--- config.mk ---
export PLATFORM = sky130hd
export DESIGN_NAME = instr_fetch_arbiter
export DESIGN_NICKNAME = d
export VERILOG_FILES = /design/src/rtl/instr_fetch_arbiter.sv
export SDC_FILE = /design/constraint.sdc
export NUM_CORES = 1
export LEC_CHECK = 0
export ABC_AREA = 1
export CORE_MARGIN = 4
export CORE_UTILIZATION = 42
export DETAILED_ROUTE_END_ITERATION = 6
export PLACE_DENSITY = 0.87
export SYNTH_ARGS = -nofsm -noshare
export SYNTH_HDL_FRONTEND = slang
export SYNTH_SLANG_ARGS = --single-unit
--- constraint.sdc ---
create_clock -name clk -period 2.16 [get_ports clk]
set_clock_uncertainty 0.05 [all_clocks]
set_input_delay 0.432 -clock clk [delete_from_list [all_inputs] [get_ports clk]]
set_output_delay 0.432 -clock clk [all_outputs]
set_load 0.1 [all_outputs]
--- src/rtl/instr_fetch_arbiter.sv ---
// ---------------------------------------------------------------------------
// instr_fetch_arbiter
//
// Shares the single read port of the instruction memory between four core
// fetch units. One fetch is issued per cycle and the path is fully pipelined:
//   edge t   : arbitration, gnt pulse, mem_addr registered
//   edge t+1 : memory samples mem_addr (registered read data)
//   edge t+2 : mem_instr captured into instr_out, one-hot valid pulse
// Each core has at most one fetch outstanding; a core with a fetch in flight
// is masked from arbitration until its valid pulse has been issued.
//
// Build option:
//   FETCH_ARB_FIXED_PRIO_EN  defined   -> fixed priority core1 > ... > core4
//                            undefined -> round-robin (default)
//   Latency, busy masking and port timing are the same in both builds.
//
// Ports:
//   clk        in   system clock, all state on posedge
//   rst        in   synchronous active-high reset
//   req[3:0]   in   fetch request per core (bit0 = core1 ... bit3 = core4)
//   addr1..4   in   per-core fetch address
//   mem_addr   out  registered address to the memory read port
//   mem_instr  in   memory read data, valid one cycle after mem_addr sampled
//   gnt[3:0]   out  one-hot one-cycle pulse, request accepted
//   instr_out  out  returned instruction, shared by all cores
//   valid[3:0] out  one-hot one-cycle pulse, instr_out belongs to this core
// ---------------------------------------------------------------------------
module instr_fetch_arbiter #(
    parameter int ADDR_W  = 12,
    parameter int INSTR_W = 18
) (
    input  logic               clk,
    input  logic               rst,
    input  logic [3:0]         req,
    input  logic [ADDR_W-1:0]  addr1,
    input  logic [ADDR_W-1:0]  addr2,
    input  logic [ADDR_W-1:0]  addr3,
    input  logic [ADDR_W-1:0]  addr4,
    output logic [ADDR_W-1:0]  mem_addr,
    input  logic [INSTR_W-1:0] mem_instr,
    output logic [3:0]         gnt,
    output logic [INSTR_W-1:0] instr_out,
    output logic [3:0]         valid
);

    // Decode a 2-bit core index to its one-hot request/grant bit.
    function automatic logic [3:0] onehot4(input logic [1:0] id);
        logic [3:0] oh;
        case (id)
            2'd0:    oh = 4'b0001;
            2'd1:    oh = 4'b0010;
            2'd2:    oh = 4'b0100;
            2'd3:    oh = 4'b1000;
            default: oh = 4'b0000;
        endcase
        return oh;
    endfunction

    logic [3:0]         busy_r;
    logic [3:0]         busy_nxt_s;
    logic [3:0]         elig_s;
    logic               win_vld_s;
    logic [1:0]         win_id_s;
    logic [3:0]         win_oh_s;
    logic [ADDR_W-1:0]  win_addr_s;
    logic [3:0]         ret_oh_s;

    logic               s1_vld_r;
    logic [1:0]         s1_id_r;
    logic               s2_vld_r;
    logic [1:0]         s2_id_r;

    logic [3:0]         gnt_r;
    logic [ADDR_W-1:0]  mem_addr_r;
    logic [INSTR_W-1:0] instr_r;
    logic [3:0]         valid_r;

    // A core with a fetch in flight may not be granted again.
    assign elig_s = req & ~busy_r;

`ifdef FETCH_ARB_FIXED_PRIO_EN

    // Fixed priority winner select: lowest index wins.
    always_comb begin
        win_vld_s = 1'b0;
        win_id_s  = 2'd0;
        for (int k = 3; k >= 0; k--) begin
            if (elig_s[k]) begin
                win_vld_s = 1'b1;
                win_id_s  = 2'(k);
            end else begin
                win_vld_s = win_vld_s;
            end
        end
    end

`else

    logic [1:0] rr_last_r;
    logic [1:0] cand_s;

    // Round-robin winner select: first eligible core after the last winner.
    always_comb begin
        win_vld_s = 1'b0;
        win_id_s  = 2'd0;
        cand_s    = 2'd0;
        for (int k = 1; k <= 4; k++) begin
            cand_s = rr_last_r + 2'(k);
            if (!win_vld_s && elig_s[cand_s]) begin
                win_vld_s = 1'b1;
                win_id_s  = cand_s;
            end else begin
                win_vld_s = win_vld_s;
            end
        end
    end

    // Round-robin pointer: only moves when something is granted.
    always_ff @(posedge clk) begin
        if (rst) begin
            rr_last_r <= 2'd3;
        end else if (win_vld_s) begin
            rr_last_r <= win_id_s;
        end else begin
            rr_last_r <= rr_last_r;
        end
    end

`endif

    // Winner address mux.
    always_comb begin
        win_addr_s = {ADDR_W{1'b0}};
        case (win_id_s)
            2'd0:    win_addr_s = addr1;
            2'd1:    win_addr_s = addr2;
            2'd2:    win_addr_s = addr3;
            2'd3:    win_addr_s = addr4;
            default: win_addr_s = {ADDR_W{1'b0}};
        endcase
    end

    // Busy update: set on grant, clear on return. The mask guarantees the
    // two never hit the same core in one cycle.
    always_comb begin
        win_oh_s   = 4'b0000;
        ret_oh_s   = 4'b0000;
        busy_nxt_s = busy_r;
        if (win_vld_s) begin
            win_oh_s = onehot4(win_id_s);
        end else begin
            win_oh_s = 4'b0000;
        end
        if (s2_vld_r) begin
            ret_oh_s = onehot4(s2_id_r);
        end else begin
            ret_oh_s = 4'b0000;
        end
        busy_nxt_s = (busy_r & ~ret_oh_s) | win_oh_s;
    end

    // Outstanding-fetch mask register.
    always_ff @(posedge clk) begin
        if (rst) begin
            busy_r <= 4'b0000;
        end else begin
            busy_r <= busy_nxt_s;
        end
    end

    // Issue stage: grant pulse, memory address and first pipeline slot.
    always_ff @(posedge clk) begin
        if (rst) begin
            gnt_r      <= 4'b0000;
            mem_addr_r <= {ADDR_W{1'b0}};
            s1_vld_r   <= 1'b0;
            s1_id_r    <= 2'd0;
        end else if (win_vld_s) begin
            gnt_r      <= win_oh_s;
            mem_addr_r <= win_addr_s;
            s1_vld_r   <= 1'b1;
            s1_id_r    <= win_id_s;
        end else begin
            gnt_r      <= 4'b0000;
            mem_addr_r <= mem_addr_r;
            s1_vld_r   <= 1'b0;
            s1_id_r    <= s1_id_r;
        end
    end

    // Second pipeline slot, aligned with the memory's registered read.
    always_ff @(posedge clk) begin
        if (rst) begin
            s2_vld_r <= 1'b0;
            s2_id_r  <= 2'd0;
        end else begin
            s2_vld_r <= s1_vld_r;
            s2_id_r  <= s1_id_r;
        end
    end

    // Return stage: capture read data and pulse the owner's valid bit.
    always_ff @(posedge clk) begin
        if (rst) begin
            instr_r <= {INSTR_W{1'b0}};
            valid_r <= 4'b0000;
        end else if (s2_vld_r) begin
            instr_r <= mem_instr;
            valid_r <= onehot4(s2_id_r);
        end else begin
            instr_r <= instr_r;
            valid_r <= 4'b0000;
        end
    end

    assign gnt       = gnt_r;
    assign mem_addr  = mem_addr_r;
    assign instr_out = instr_r;
    assign valid     = valid_r;

endmodule
==> run_results.csv <==
group,metric,value,unit
synth,synth.ff_latch_count,50,
setup_path,critPathRequiredTime,2330,ps
cells_and_area,instances_no_fill,571,
job,maxCapViolCount,0,
power_and_ir_drop,vdd_drop_max,0.895,mV
setup_path,critical_path_startpoint_category,"primary input",
synth,yosysWarningCount,0,
timing,post-route-worst-setup-slack,111,ps
setup_path,critical-path-top-delay-family,"simple AND/OR/NAND/NOR gates",
synth,synth_cell_types,26,
timing,maxSlewHeadroom,58.1,%
cells_and_area,area.growth.synth_to_final,56.1,%
die,initial_core_util,43.7,%
routing,postRouteWirelength,7130,µm
timing,finalSetupViolCount,0,
routing,post_drt_via_cell_ratio,4.84,
placed_design,placed_area,3570,µm²
clock_tree,root_buffer,"sky130_fd_sc_hd__clkbuf_8",
setup_path,end_kind,"register",
setup_path,worst_reg2reg_path_depth,15,
setup_path,ff2ff_setup_slack,150,ps
cells_and_area,finish.net_count,570,
synth,synth_enable_flop_cells,0,
setup_path,critPathMaxStageDelay,430,ps
global_route,first_global_vias,2604,
setup_path,r2r-start,"rr_last_r[0]",
setup_path,crit_buf_inv,3,
timing,fin_crit_sh,94.9,%
power_and_ir_drop,pwr_density_cell,1760,nW/µm²
global_route,grt_overall_usage,19.0,%
synth,synth.net_count,449,
outcome,run_status,"finished, final reports clean",
min_path,whs_path_depth,2,
placed_design,placedCellCount,559,
routing,final_antenna_net_count,0,
min_path,hold_path.startpoint,"s1_vld_r",
synth,synth-seq-area-share,41.3,%
cells_and_area,antenna_cells_inserted,0,
setup_path,worstPathCellList,"clkdlybuf4s50_1 -> nand3_2 -> nand2_2 -> o21ai_2 -> nand2_1 -> nor2_4 -> nand3_2 -> nand2_4 -> buf_12 -> inv_2 -> o21ai_0 -> nand3_1 -> nand2_1 -> nand2_1",
routing,detail_route.drc_violations,0,
die,num_rows,27,
timing,timing.final.hold_violations,0,
placed_design,detailedPlace.worstSlack,-281,ps
synth,synth_top_flop_cell,"sky130_fd_sc_hd__dfxtp_1",
timing,timing_worst_slew_pin_value,628,ps
setup_path,slowest_cp_cell,"sky130_fd_sc_hd__clkdlybuf4s50_1",
synth,async_reset_ff_share,0,%
global_route,grt_max_degree,31,
min_path,timing.hold.worst.class,"reg -> reg",
setup_path,critical_path_class,"in -> reg",
global_route,grt_first_pass_wirelength,11200,µm
clock_tree,clock_latency,310,ps
synth,syn-instance-count,377,
placed_design,globalplace.congestion,0.911,
setup_path,critPathMostFrequentCell,"sky130_fd_sc_hd__nand2_1",
placed_design,port-buffer-count,109,
die,die_height,83.9,µm
die,core-area,5540,µm²
setup_path,crit_start,"req[2]",
die,design.portCount,110,
setup_path,worst-endpoint-arrival,2220,ps
cells_and_area,finalInstanceArea,3780,µm²
routing,drt-wirelength-per-cell,12.5,µm
global_route,number_of_antenna_violations_at_the_first_check_in_global_routing,0,
setup_path,crit_fanout,15,
global_route,grt_remaining_overflow,0,
cells_and_area,utilization,68.3,%
clock_tree,cts_tree,"yes",
clock_tree,cts-hold-fix-buffers,0,
routing,first_pass_iters,7,
clock_tree,cts.clk_slew.worst_paths,100,ps
power_and_ir_drop,p_leak,1.92,nW
synth,syn_area_per_cell,6.43,µm²
timing,hold_slack,374,ps
die,die_area,7050,µm²
clock_tree,cts_sinks,50,
timing,report.final.slew_viol_count,0,
routing,drt_first_iter_violations,145,
timing,timing.final.crit_period,2050,ps
timing,maxClockFrequency,0.488,GHz
setup_path,r2r_end,"mem_addr[10]",
cells_and_area,fraction_of_layout_cells_with_a_size_suffix_above_1,19.4,%
routing,routed_vias,2765,
min_path,min_to,"s2_vld_r",
placed_design,dpl.hpwl,5440,µm
clock_tree,clock_path_buffers,2,
synth,synthesis.area,2420,µm²
die,dieWidth,83.9,µm
clock_tree,cts_made_buffers,5,
clock_tree,cts_max_level,2,
layout make-up:
type,count,area (µm²)
timing repair buffer,132,1210
sequential,50,1010
clock inverter,3,28.8
inverter,54,205
tap,72,90.1
multi-input combinational,255,1170
fill,479,1760
clock buffer,5,68.8
tightest hold or removal path: stages, from the launching register on:
cell                      delay (ps)
sky130_fd_sc_hd__dfxtp_1         320
sky130_fd_sc_hd__inv_1            50
sky130_fd_sc_hd__nor2_1           30
cell families (layout without fill, tap and decap cells):
kind of cell	after synthesis	after routing	synth area share, %
simple gates	223	223	39.0
buf+inv	72	194	12.4
flops	50	50	41.3
compound gates	32	32	7.18
layout by cell type, fill, tap and decap left out, types with 4 or more instances in the layout:
cell and instances:
sky130_fd_sc_hd__clkdlybuf4s50_1 69, sky130_fd_sc_hd__inv_2 6, sky130_fd_sc_hd__nand3_1 34, sky130_fd_sc_hd__buf_4 57, sky130_fd_sc_hd__nand2_1 94, sky130_fd_sc_hd__nand4_1 10
sky130_fd_sc_hd__nand3_2 7, sky130_fd_sc_hd__inv_1 47, sky130_fd_sc_hd__dfxtp_1 48, sky130_fd_sc_hd__nor2_1 64, sky130_fd_sc_hd__a21oi_1 4, sky130_fd_sc_hd__nand2_2 7
sky130_fd_sc_hd__o21ai_0 21, sky130_fd_sc_hd__clkbuf_8 5
cells in the mapped netlist (2+ instances only):
library cell               count  area [µm²]
sky130_fd_sc_hd__buf_2         8        40.0
sky130_fd_sc_hd__nand2_1      97         364
sky130_fd_sc_hd__nand3_1      40         200
sky130_fd_sc_hd__a21oi_1       4        20.0
sky130_fd_sc_hd__nand2_2       5        31.3
sky130_fd_sc_hd__buf_6         2        22.5
sky130_fd_sc_hd__clkbuf_1      7        26.3
sky130_fd_sc_hd__inv_1        48         180
sky130_fd_sc_hd__dfxtp_1      50        1000
sky130_fd_sc_hd__inv_2         5        18.8
sky130_fd_sc_hd__o21ai_0      22         110
sky130_fd_sc_hd__nand4_1      10        62.6
sky130_fd_sc_hd__nor2_1       66         248
per-stage QoR:
stage	TNS [ps]	power, W
finish	0	0.00667
global route	-97.6	0.00716
CTS	0	0.00625
detailed placement	-4740	0.00567
global placement	-2590	0.00555
floorplan	0	0.00453
timing repair:
item                                    4_1_cts  5_1_grt
pin swaps                                     0        3
hold endpoints to repair                      0        0
setup buffers                                 0        1
endpoints found under the setup margin        3       18
cloned                                        0        3
gates resized for setup                       1       24
state kept, by name, summed over array words and instances, names as in the netlist:
register and flops:
instr_out 18, mem_addr 12, busy_r 4, gnt 4
valid 4, rr_last_r 2, s1_id_r 2, s2_id_r 2
s1_vld_r 1, s2_vld_r 1
where the power goes:
part	leakage, nW	internal [W]	switching, W	total [W]
clock	0.0502	0.000240	0.000326	0.000566
sequential	0.413	0.00119	0.000155	0.00135
combinational	1.45	0.00158	0.00318	0.00476
total	1.92	0.00301	0.00366	0.00667
layer usage:
layer | up-vias | part of all wire, % | track usage [%] | wire, µm
met5 | - | 0 | 0 | 0
met4 | 0 | 1.2 | 3.65 | 84
met3 | 8 | 9.7 | 7.01 | 692
met2 | 143 | 48 | 34.1 | 3450
met1 | 1202 | 41 | 21.7 | 2910
li1 | 1412 | - | - | -
worst max-delay path by stage:
stage | cells after the start | endpoint | slack (ps)
2_1_floorplan | 16 | mem_addr[0] | 340
3_3_place_gp | 15 | mem_addr[2] | -160
3_5_place_dp | 15 | mem_addr[2] | -280
4_1_cts | 15 | mem_addr[2] | 50
5_1_grt | 15 | mem_addr[1] | -30
6_report | 14 | mem_addr[10] | 110
No activity file was read; power rests on OpenSTA's default activity.
